<file path="config.mk">
export PLATFORM = sky130hd
export DESIGN_NAME = pq_arb
export DESIGN_NICKNAME = d
export VERILOG_FILES = /design/src/rtl/pq_pkg.sv /design/src/rtl/pq_arb_rr_pick.sv /design/src/rtl/pq_arb.sv
export SDC_FILE = /design/constraint.sdc
export NUM_CORES = 1
export LEC_CHECK = 0
export ABC_CLOCK_PERIOD_IN_PS = 7500
export BUFFER_PORTS_ARGS = -buffer_cell sky130_fd_sc_hd__buf_2
export CORE_MARGIN = 1.5
export CORE_UTILIZATION = 47
export CTS_CLUSTER_SIZE = 16
export DETAILED_ROUTE_END_ITERATION = 16
export GPL_TIMING_DRIVEN = 0
export PLACE_DENSITY = 0.92
export SYNTH_ARGS = -nofsm -noshare
export SYNTH_HDL_FRONTEND = slang
export SYNTH_HIERARCHICAL = 1
export SYNTH_SLANG_ARGS = --single-unit
</file>
<file path="constraint.sdc">
create_clock -name clk -period 7.5 [get_ports clk]
set_input_delay 1.5 -clock clk [delete_from_list [all_inputs] [get_ports clk]]
set_output_delay 1.5 -clock clk [all_outputs]
set_load 0.005 [all_outputs]
</file>
<file path="src/rtl/pq_pkg.sv">
// Shared types and constants for the priority-queue arbiter and its queue.
package pq_pkg;

  localparam int KW          = 16;
  localparam int VW          = 16;
  localparam int PQ_CAPACITY = 8;

  localparam logic [KW-1:0] KEYINF = '1;

  typedef struct packed {
    logic [KW-1:0] key;
    logic [VW-1:0] value;
  } kv_t;

  typedef enum logic [1:0] {
    ARB_IDLE,
    ARB_GRANT,
    ARB_SETTLE
  } arb_state_e;

endpackage

</file>
<file path="src/rtl/pq_arb_rr_pick.sv">
// Combinational round-robin selector: first set bit of elig_i at or after
// ptr_i, wrapping modulo N.
module rr_pick #(
  parameter int N = 4
) (
  input  logic [N-1:0]         elig_i,
  input  logic [$clog2(N)-1:0] ptr_i,
  output logic [$clog2(N)-1:0] idx_o,
  output logic                 found_o
);

  localparam int IW = $clog2(N);

  always_comb begin
    int cand;
    idx_o   = '0;
    found_o = 1'b0;
    cand    = 0;
    for (int k = 0; k < N; k++) begin
      cand = (int'(ptr_i) + k) % N;
      if (!found_o && elig_i[IW'(cand)]) begin
        found_o = 1'b1;
        idx_o   = IW'(cand);
      end
    end
  end

endmodule

</file>
<file path="src/rtl/pq_arb.sv">
// Round-robin arbiter sharing one priority queue among NCLIENT requesters,
// with occupancy tracking, full blocking and local answers to empty pops.
module pq_arb
  import pq_pkg::*;
#(
  parameter int NCLIENT = 4,
  parameter int SETTLE  = 1
) (
  input  logic                             clk,
  input  logic                             rst_n,
  input  logic [NCLIENT-1:0]               c_push,
  input  logic [NCLIENT-1:0]               c_pop,
  input  kv_t  [NCLIENT-1:0]               c_kvi,
  output logic [NCLIENT-1:0]               c_ack,
  output kv_t                              c_kvo,
  output logic                             c_pop_empty,
  output logic                             pq_push,
  output logic                             pq_pop,
  output kv_t                              pq_kvi,
  input  kv_t                              pq_kvo,
  output logic [$clog2(PQ_CAPACITY+1)-1:0] count,
  output logic                             full,
  output logic                             empty
);

  localparam int IW = $clog2(NCLIENT);
  localparam int CW = $clog2(PQ_CAPACITY + 1);

  arb_state_e          state_q;
  logic [IW-1:0]       ptr_q;
  logic [IW-1:0]       idx_q;
  logic [1:0]          settle_q;
  logic [CW-1:0]       count_q;
  logic [NCLIENT-1:0]  c_ack_q;
  logic                pq_push_q;
  logic                pq_pop_q;
  kv_t                 pq_kvi_q;
  kv_t                 c_kvo_q;
  logic                c_pop_empty_q;

  logic [NCLIENT-1:0]  elig;
  logic [IW-1:0]       pick;
  logic                found;

  assign full  = (count_q == CW'(PQ_CAPACITY));
  assign empty = (count_q == '0);

  // A pending pop is always serviceable; a push only while space remains.
  assign elig = c_pop | (c_push & {NCLIENT{~full}});

  rr_pick #(
    .N (NCLIENT)
  ) u_pick (
    .elig_i  (elig),
    .ptr_i   (ptr_q),
    .idx_o   (pick),
    .found_o (found)
  );

  // The grant-cycle outputs are loaded on entry to GRANT. The queue is idle
  // between grants, so its head sampled in IDLE equals the head in GRANT.
  always_ff @(posedge clk or negedge rst_n) begin
    if (!rst_n) begin
      state_q       <= ARB_IDLE;
      ptr_q         <= '0;
      idx_q         <= '0;
      settle_q      <= '0;
      count_q       <= '0;
      c_ack_q       <= '0;
      pq_push_q     <= 1'b0;
      pq_pop_q      <= 1'b0;
      pq_kvi_q      <= '0;
      c_kvo_q       <= {KEYINF, {VW{1'b0}}};
      c_pop_empty_q <= 1'b0;
    end else begin
      c_ack_q   <= '0;
      pq_push_q <= 1'b0;
      pq_pop_q  <= 1'b0;
      case (state_q)
        ARB_IDLE: begin
          if (found) begin
            state_q <= ARB_GRANT;
            idx_q   <= pick;
            c_ack_q <= NCLIENT'(1) << pick;
            if (c_pop[pick]) begin
              c_pop_empty_q <= empty;
              if (empty) begin
                c_kvo_q <= {KEYINF, {VW{1'b0}}};
              end else begin
                pq_pop_q <= 1'b1;
                c_kvo_q  <= pq_kvo;
              end
            end else begin
              pq_push_q <= 1'b1;
              pq_kvi_q  <= c_kvi[pick];
            end
          end
        end
        ARB_GRANT: begin
          if (pq_push_q) begin
            count_q <= count_q + CW'(1);
          end else if (pq_pop_q) begin
            count_q <= count_q - CW'(1);
          end
          ptr_q    <= (idx_q == IW'(NCLIENT - 1)) ? '0 : idx_q + IW'(1);
          settle_q <= '0;
          state_q  <= (SETTLE > 0) ? ARB_SETTLE : ARB_IDLE;
        end
        ARB_SETTLE: begin
          if (settle_q == 2'(SETTLE - 1)) begin
            state_q <= ARB_IDLE;
          end else begin
            settle_q <= settle_q + 2'd1;
          end
        end
        default: state_q <= ARB_IDLE;
      endcase
    end
  end

  assign c_ack       = c_ack_q;
  assign pq_push     = pq_push_q;
  assign pq_pop      = pq_pop_q;
  assign pq_kvi      = pq_kvi_q;
  assign c_kvo       = c_kvo_q;
  assign c_pop_empty = c_pop_empty_q;
  assign count       = count_q;

  a_no_overflow: assert property (@(posedge clk) disable iff (!rst_n)
    pq_push |-> (count_q != CW'(PQ_CAPACITY)));

  a_no_underflow: assert property (@(posedge clk) disable iff (!rst_n)
    pq_pop |-> (count_q != '0));

endmodule

</file>
==> results of run 1 <==
## state kept, by name, summed over array words and instances (netlist names)
register / cells
c_ack: 4
c_kvo: 32
c_pop_empty: 1
count: 4
idx_q: 2
pq_kvi: 32
pq_pop: 1
pq_push: 1
ptr_q: 2
settle_q: 2
state_q: 2
## stage by stage
step                      instance area [um2]  power [mW]  hold slack [ps]
after floorplan                          4210        1.64              450
after global routing                     5830        2.61              506
after global placement                   5580        2.02              456
after CTS                                5830        2.46              483
after detailed placement                 5600        2.10              466
final                                    5830        2.43              480
## worst min-delay path: cells and delay by family (launching register included)
kind	cells	cell delay (ps)
DFF	1	340
AOI/OAI and AO/OA	1	60
and+or+nand+nor	1	40
## layout make-up
class                      instances  area, um2  area share
antenna                            2       5.00    0.000858
buffer                            21        141      0.0242
clock buffer                      12        155      0.0266
clock inverter                     4       72.6      0.0124
inverter                          11       41.3     0.00708
multi-input combinational        226       1930       0.331
sequential                        83       2100       0.360
tap                              108        135      0.0232
timing repair buffer             247       1250       0.215
## layer usage
layer | GRT usage | vias to the layer above
li1 | - | 1729
met2 | 0.468 | 198
met3 | 0.0432 | 18
met4 | 0.0967 | 0
met5 | 0 | -
met1 | 0.284 | 1835
## worst max-delay path by stage
stage	slack, ps	cells after the start	from	end
after floorplan	3810	8	c_push[1]	pq_kvi[25]$_DFFE_PN0P_
after detailed placement	3410	9	c_push[1]	pq_kvi[25]$_DFFE_PN0P_
after global routing	3600	9	c_push[1]	pq_kvi[25]$_DFFE_PN0P_
after global placement	3440	9	c_push[1]	pq_kvi[25]$_DFFE_PN0P_
after CTS	3760	9	c_push[1]	pq_kvi[25]$_DFFE_PN0P_
final	3820	9	c_push[1]	pq_kvi[25]$_DFFE_PN0P_
## kinds of logic (layout without fill, tap and decap cells)
logic type | Yosys count | in the layout | synth area share
AOI/OAI and AO/OA | 54 | 54 | 0.0731
xor gates and xnor gates | 3 | 3 | 0.00624
adders and majority gates | 5 | 5 | 0.0166
buffers and inverters | 32 | 295 | 0.0434
DFF | 83 | 83 | 0.498
muxes | 67 | 67 | 0.268
other | 0 | 2 | 0
and+or+nand+nor | 97 | 97 | 0.0948
## placed cells by master (no fill, tap or decap), types with 4 or more instances in the layout
cell and instances:
a21o_1 5, a21oi_1 7, buf_2 250, buf_6 7, clkbuf_1 7, clkbuf_8 11
dfrtp_1 67, dfstp_2 16, ha_1 4, inv_1 9, mux2_2 34, mux4_2 33
nand2_1 59, nand2b_1 4, nor2_1 24, o21ai_0 31, o21ai_1 4
## power groups by stage
| stage | sequential (mW) | clock, mW | combinational (mW) |
|---|---|---|---|
| finish | 0.835 | 0.357 | 1.24 |
| global placement | 0.822 | 0 | 1.20 |
| global route | 0.860 | 0.388 | 1.36 |
| floorplan | 0.843 | 0 | 0.796 |
| CTS | 0.834 | 0.367 | 1.26 |
| detailed placement | 0.841 | 0 | 1.26 |
==> results_dict.tcl, run 1 <==
set metrics [dict create \
    clk_pin_slew_ps 80 \
    layout_worst_path_cycle_share 0.491 \
    stdcell_count 714 \
    cts_sinks 83 \
    portBuffers 246 \
    hold_buffers 0 \
    tightest_slew_ps 673 \
    drc 0 \
    p_per_area_nw_per_um2 417 \
    final_util 0.672 \
    critPathCaptureType "flop" \
    htreeDepth 3 \
    wl_per_cell_um 16.6 \
    grt_pass1_vias 3955 \
    routed_wirelength_um 11900 \
    grt_max_degree 44 \
    yosys-top-cells-area "dfrtp_1, mux4_2, dfstp_2" \
    slew-limit-headroom 0.551 \
    die_w_um 97.6 \
    ctsRootBufferMaster "clkbuf_8" \
    maxCapViolCount 0 \
    yosys_warnings 6 \
    outcome "complete, no violations" \
    synth_edf_count 0 \
    cp_slowest_stage_delay_ps 590 \
    wl_met2_um 6470 \
    grt_pass1_wl_um 18900 \
    core_um2 8680 \
    worstPathCellList "buf_2, a21o_1, inv_1, a221o_1, a21oi_1, buf_6, buf_1, mux4_2, mux2_2" \
    cp.arrival_ps 3890 \
    final_hold_viol_count 0 \
    fill_cells 642 \
    critical_path_required_ps 7710 \
    clkPwrFrac 0.147 \
    ys_ff_latch 83 \
    num_io_pins 247 \
    async_flop_share 1.00 \
    place_congestion 0.879 \
    hold_depth 2 \
    path_buf_inv 4 \
    cts_tree "yes" \
    start_util 0.485 \
    syn_inst 341 \
    dieHeight_um 97.6 \
    ys.flop_type "dfrtp_1" \
    setup_viol 0 \
    grt_overflow 0 \
    place_ws_ps 3410 \
    synth_area_per_cell_um2 12.3 \
    syn_nets 516 \
    globalRouteTotalUtil 0.251 \
    slew_viol_final 0 \
    clk_latency_ps 330 \
    rsz0062_at_grt "false" \
    ys_seq_area_frac 0.498 \
    hp-start "c_kvo[15]$_DFFE_PN0P_" \
    pwr-share-comb 0.510 \
    synthTopCellsByCount "dfrtp_1, nand2_1, mux2_2" \
    p_sw_frac 0.355 \
    cts-resized-gates 0 \
    synth.distinct_cells 34 \
    p_int_mw 1.57 \
    drive_above_1_share 0.596 \
    drt-vias-per-instance 5.29 \
    startpoint_type "input port" \
    crit_fanout 10 \
    finalCriticalPeriod_ps 3680 \
    area_growth_pct 38.5 \
    detail-route-antenna-nets 0 \
    cp_slowest_cell "mux4_2" \
    criticalPathCategory "input port to flop" \
    critPathTopFamily "buffers and inverters" \
    tns_ps 0 \
    postCtsSetupBuffers 0 \
    placed_cells 696 \
    final_nets 774 \
    cts_buffer_depth 2 \
    finClkSkew_ps 9.49 \
    drt_pass1_iterations 4 \
    holdPathEnd "c_kvo[15]$_DFFE_PN0P_" \
    r2r_setup_slack_ps 4130 \
    synth_area_um2 4210 \
    die-area_um2 9530 \
    fin_ws_ps 3820 \
    p_leak_nw 2.96 \
    dp_hpwl_um 9740 \
    seqPwrFrac 0.343 \
    yosys.area.top_type "dfrtp_1" \
    reg2reg_to "pq_kvi[25]$_DFFE_PN0P_" \
    irDropWorstVdd_mv 0.205 \
    antenna_found_initial 2 \
    numCtsBuffers 9 \
    r2r-start "count[0]$_DFFE_PN0P_" \
    wl_met1_um 4380 \
    wl_met3_um 758 \
    r2r_cells 9 \
    p_switching_mw 0.863 \
    std_cell_rows 34 \
    drtIter0Drc 111 \
    max_freq_mhz 272 \
    synth_most_common_cell "dfrtp_1" \
    top_layer "met4" \
    hold_class "flop to flop" \
    synth_top_cell_area_share 0.398 \
    vias 3780 \
]
(Power assumes the default switching activity.)
==> inputs of run 2 (changes only) <==
--- a/config.mk
+++ b/config.mk
@@ -5,14 +5,14 @@
 export SDC_FILE = /design/constraint.sdc
 export NUM_CORES = 1
 export LEC_CHECK = 0
-export ABC_CLOCK_PERIOD_IN_PS = 7500
+export ABC_CLOCK_PERIOD_IN_PS = 3800
 export BUFFER_PORTS_ARGS = -buffer_cell sky130_fd_sc_hd__buf_2
 export CORE_MARGIN = 1.5
-export CORE_UTILIZATION = 47
+export CORE_UTILIZATION = 44
 export CTS_CLUSTER_SIZE = 16
 export DETAILED_ROUTE_END_ITERATION = 16
 export GPL_TIMING_DRIVEN = 0
-export PLACE_DENSITY = 0.92
+export PLACE_DENSITY = 0.88
 export SYNTH_ARGS = -nofsm -noshare
 export SYNTH_HDL_FRONTEND = slang
 export SYNTH_HIERARCHICAL = 1
==> constraint.sdc (replaced) <==
create_clock -name clk -period 3.8 [get_ports clk]
set_input_delay 0.76 -clock clk [delete_from_list [all_inputs] [get_ports clk]]
set_output_delay 0.76 -clock clk [all_outputs]
set_load 0.005 [all_outputs]
==> run 2 against run 1 <==
  * Non-clock buffer count unchanged
  * Largest power group unchanged
  * Cell count increased by 2.8%
  * Worst hold slack got worse by 92 ps
  * Wire length increased by 1.7%
  * Clock skew increased by 9.6 ps
==> results_dict.tcl, run 2 (synthesis results as in run 1) <==
set metrics [dict create \
    wl_per_cell_um 16.4 \
    cts_tree "yes" \
    place_area_um2 5620 \
    outcome "complete, no violations" \
    r2r-start "count[0]$_DFFE_PN0P_" \
    finalCriticalPeriod_ps 3480 \
    grt_overflow 0 \
    crit_fanout 10 \
    hold_buffers 0 \
    std_cell_rows 35 \
    drt_pass1_iterations 6 \
    slew-limit-headroom 0.559 \
    antenna_found_initial 0 \
    core_um2 9240 \
    detail-route-antenna-nets 0 \
    top_usage_layer "met2" \
    max_freq_mhz 288 \
    clk_latency_ps 340 \
    r2r_setup_slack_ps 320 \
    drtIter0Drc 126 \
    grtUsageMet2 0.447 \
    place_ws_ps 276 \
    tns_ps 0 \
    mostFrequentLayoutCell "buf_2" \
    cts_sinks 83 \
    p_per_area_nw_per_um2 820 \
    drive_above_1_share 0.598 \
    htreeDepth 3 \
    cts_buffer_depth 2 \
    fill_cells 725 \
    start_util 0.456 \
    slew_viol_final 0 \
    rsz0062_at_grt "false" \
    finClkSkew_ps 19.1 \
    cp.arrival_ps 3690 \
    final_nets 774 \
    maxCapViolCount 0 \
    final_area_um2 5840 \
    numCtsBuffers 9 \
    clk_pin_slew_ps 90 \
    num_io_pins 247 \
    reg2reg_to "pq_kvi[25]$_DFFE_PN0P_" \
    ctsRootBufferMaster "clkbuf_8" \
    cts-resized-gates 0 \
    die-area_um2 10200 \
    dieHeight_um 101 \
    grt_use_met3 0.0492 \
    routed_wirelength_um 12000 \
    hold_class "input port to asynchronous set/reset pin" \
    final_hold_viol_count 0 \
    drc 0 \
    place_congestion 0.851 \
    irDropWorstVdd_mv 0.490 \
    critical_path_required_ps 4020 \
    mostFrequentLayoutCells "buf_2, dfrtp_1, nand2_1, mux2_2, mux4_2" \
    grt_max_degree 45 \
    layout_worst_path_cycle_share 0.915 \
    grt_pass1_vias 3830 \
    vias 3745 \
    p_leak_nw 2.97 \
    grtUsageMet1 0.256 \
    die_w_um 101 \
    fin_ws_ps 322 \
    postCtsSetupBuffers 0 \
    setup_viol 0 \
    startpoint_type "flop" \
    portBuffers 246 \
    grt_pass1_wl_um 18400 \
    tightest_slew_ps 661 \
    area_growth_pct 38.9 \
    drt-vias-per-instance 5.10 \
    globalRouteTotalUtil 0.237 \
    critPathCaptureType "flop" \
    criticalPathCategory "flop to flop" \
    r2r_cells 9 \
    dp_hpwl_um 9860 \
]
[run 2: critical path, stage by stage, from the launching register on]
cell     delay [ps]
dfrtp_1         460
nor3_1          320
nand2_1         210
a21o_1          250
a221o_1         330
a21oi_1         180
buf_6           200
buf_1           530
mux4_2          590
mux2_2          280
[run 2: routing by layer]
layer / part of all wire / routed length (um)
met5: 0 / 0
met4: 0.020 / 242
met3: 0.071 / 850
met2: 0.55 / 6630
met1: 0.36 / 4330
[run 2: worst max-delay path by stage]
stage	start	to	slack [ps]	depth (start not counted)
3_5_place_dp	count[0]$_DFFE_PN0P_	pq_kvi[25]$_DFFE_PN0P_	280	9
4_1_cts	count[0]$_DFFE_PN0P_	pq_kvi[25]$_DFFE_PN0P_	250	9
6_report	count[0]$_DFFE_PN0P_	pq_kvi[25]$_DFFE_PN0P_	320	9
5_1_grt	count[0]$_DFFE_PN0P_	pq_kvi[25]$_DFFE_PN0P_	80	9
2_1_floorplan	count[0]$_DFFE_PN0P_	pq_kvi[25]$_DFFE_PN0P_	800	9
3_3_place_gp	count[0]$_DFFE_PN0P_	pq_kvi[30]$_DFFE_PN0P_	440	9
[run 2: power by group]
part	switching, mW	internal (mW)	total [mW]	leakage, nW
logic	1.15	1.30	2.45	1.87
registers	0.263	1.39	1.65	0.982
clock network	0.322	0.363	0.685	0.115
[run 2: layout make-up]
| cell class | count | area [um2] | area share |
|---|---|---|---|
| Tap cell | 129 | 161 | 0.0276 |
| Buffer | 21 | 141 | 0.0242 |
| Sequential cell | 83 | 2100 | 0.359 |
| Antenna cell | 1 | 2.50 | 0.000428 |
| Clock buffer | 11 | 163 | 0.0278 |
| Inverter | 11 | 41.3 | 0.00706 |
| Clock inverter | 5 | 55.1 | 0.00942 |
| Multi-Input combinational cell | 226 | 1930 | 0.330 |
| Timing Repair Buffer | 247 | 1250 | 0.215 |
[run 2: stage by stage]
step                      utilization  cells  power [mW]  hold slack [ps]
after floorplan                     -    341        3.24              450
after global placement          0.606    716        4.00              457
after detailed placement        0.609    717        4.15              473
after CTS                       0.632    733        4.84              394
after global routing            0.632    733        5.15              400
final                           0.632    734        4.79              389
==> inputs of run 3 (changes only) <==
--- a/config.mk
+++ b/config.mk
@@ -8,11 +8,11 @@
 export ABC_CLOCK_PERIOD_IN_PS = 3800
 export BUFFER_PORTS_ARGS = -buffer_cell sky130_fd_sc_hd__buf_2
 export CORE_MARGIN = 1.5
-export CORE_UTILIZATION = 44
+export CORE_UTILIZATION = 24
 export CTS_CLUSTER_SIZE = 16
 export DETAILED_ROUTE_END_ITERATION = 16
 export GPL_TIMING_DRIVEN = 0
-export PLACE_DENSITY = 0.88
+export PLACE_DENSITY = 0.56
 export SYNTH_ARGS = -nofsm -noshare
 export SYNTH_HDL_FRONTEND = slang
 export SYNTH_HIERARCHICAL = 1
==> run 3 against run 2 <==
  * Cell count increased by 13%
  * Worst hold slack improved by 5.7 ps
  * Sequential share of layout area decreased by 1.3 points
  * Largest power group unchanged
  * Highest routed layer unchanged
==> results_dict.tcl, run 3 (synthesis results as in run 1) <==
set metrics [dict create \
    grt_overflow 0 \
    outcome "complete, no violations" \
    std_cell_rows 48 \
    crit_fanout 10 \
    final_nets 774 \
    drt-vias-per-instance 4.38 \
    numCtsBuffers 9 \
    drt_pass1_iterations 4 \
    mostFrequentLayoutCells "buf_2, dfrtp_1, nand2_1, mux2_2, mux4_2" \
    cts-resized-gates 0 \
    r2r_setup_slack_ps 360 \
    criticalPathCategory "flop to flop" \
    layout_worst_path_cycle_share 0.906 \
    finClkSkew_ps 5.08 \
    tightest_slew_ps 772 \
    critical_path_required_ps 4030 \
    p_leak_nw 3.00 \
    slew_viol_final 0 \
    final_area_um2 6070 \
    fin_ws_ps 357 \
    reg2reg_to "pq_kvi[28]$_DFFE_PN0P_" \
    clk_latency_ps 340 \
    area_growth_pct 44.1 \
    postCtsSetupBuffers 0 \
    wl_per_cell_um 15.4 \
    place_congestion 0.779 \
    critPathLaunch "count[0]$_DFFE_PN0P_" \
    core_um2 17200 \
    drc 0 \
    grt_pass1_wl_um 19600 \
    slew-limit-headroom 0.486 \
    detail-route-antenna-nets 0 \
    max_freq_mhz 290 \
    hold_buffers 0 \
    maxCapViolCount 0 \
    final_hold_viol_count 0 \
    setup_viol 0 \
    drive_above_1_share 0.596 \
    critPathCaptureType "flop" \
    dieHeight_um 135 \
    n_antenna_cell 0 \
    grt_max_degree 47 \
    startpoint_type "flop" \
    cts_buffer_depth 2 \
    die-area_um2 18300 \
    die_w_um 135 \
    placed_cells 813 \
    dp_hpwl_um 10300 \
    routed_wirelength_um 12800 \
    hold_class "input port to asynchronous set/reset pin" \
    clk_pin_slew_ps 60 \
    rsz0062_at_grt "false" \
    cp.arrival_ps 3670 \
    cts_tree "yes" \
    p_per_area_nw_per_um2 825 \
    stdcell_count 829 \
    antenna_found_initial 0 \
    drtIter0Drc 92 \
    tns_ps 0 \
    r2r-start "count[0]$_DFFE_PN0P_" \
    finalCriticalPeriod_ps 3440 \
    r2r_cells 9 \
    place_area_um2 5750 \
    htreeDepth 3 \
    num_io_pins 247 \
    cp-endpoint "pq_kvi[28]$_DFFE_PN0P_" \
    cts_sinks 83 \
    ctsRootBufferMaster "clkbuf_16" \
    globalRouteTotalUtil 0.141 \
    grt_pass1_vias 3706 \
    start_util 0.244 \
    portBuffers 246 \
    irDropWorstVdd_mv 0.332 \
    mostFrequentLayoutCell "buf_2" \
    place_ws_ps 312 \
    vias 3630 \
]
[run 3: cell count changes in the layout (fill, tap and decap cells not counted)]
cell | previous run | this run
clkinv_2 | 2 | 0
clkbuf_16 | 1 | 9
diode_2 | 1 | 0
buf_12 | 1 | 0
clkbuf_1 | 6 | 7
clkbuf_8 | 10 | 3
clkinvlp_4 | 0 | 2
buf_16 | 0 | 1
inv_6 | 1 | 0
inv_4 | 1 | 0
[run 3: cell type report]
cell class              instances  area, um2
repair buffers                247       1260
plain buffers                  21        141
flip-flops and latches         83       2100
inverters                      11       41.3
clock buffers                  13        270
well taps                     225        282
clock inverters                 3       45.0
fillers                      1736      11200
multi-input cells             226       1930
[run 3: power breakdown]
group | internal [mW] | switching [mW] | leakage, nW | total, mW
logic | 1.30 | 1.15 | 1.87 | 2.45
registers | 1.39 | 0.252 | 0.982 | 1.64
clock network | 0.564 | 0.356 | 0.148 | 0.920
[run 3: stage by stage]
step,utilization,power [mW],hold slack (ps)
finish,0.352,5.01,394
global placement,0.332,4.14,461
global route,0.352,5.44,423
floorplan,-,3.24,450
detailed placement,0.334,4.18,465
CTS,0.352,5.13,395
[run 3: critical path, cell delays in order (launching register included)]
cell and delay (ps):
dfrtp_1 450, nor3_1 260, nand2_1 180, a21o_1 240, a221o_1 320, a21oi_1 180
buf_6 200, buf_1 610, mux4_2 610, mux2_2 270
[run 3: layer usage]
layer  vias up  track usage  part of all wire
met5         -            0                 0
met4         0       0.0544             0.021
met3        16       0.0363             0.075
met2       168        0.245              0.50
met1      1711        0.168              0.41
li1       1735            -                 -
[run 3: how the worst min path moves through the flow]
stage / to / slack [ps]
after detailed placement: c_kvo[11]$_DFFE_PN0P_ / 470
after CTS: c_kvo[5]$_DFFE_PN0P_ / 400
final: c_kvo[5]$_DFFE_PN0P_ / 390
after floorplan: idx_q[1]$_DFFE_PN0P_ / 450
after global routing: c_kvo[6]$_DFFE_PN0P_ / 420
after global placement: c_kvo[11]$_DFFE_PN0P_ / 460
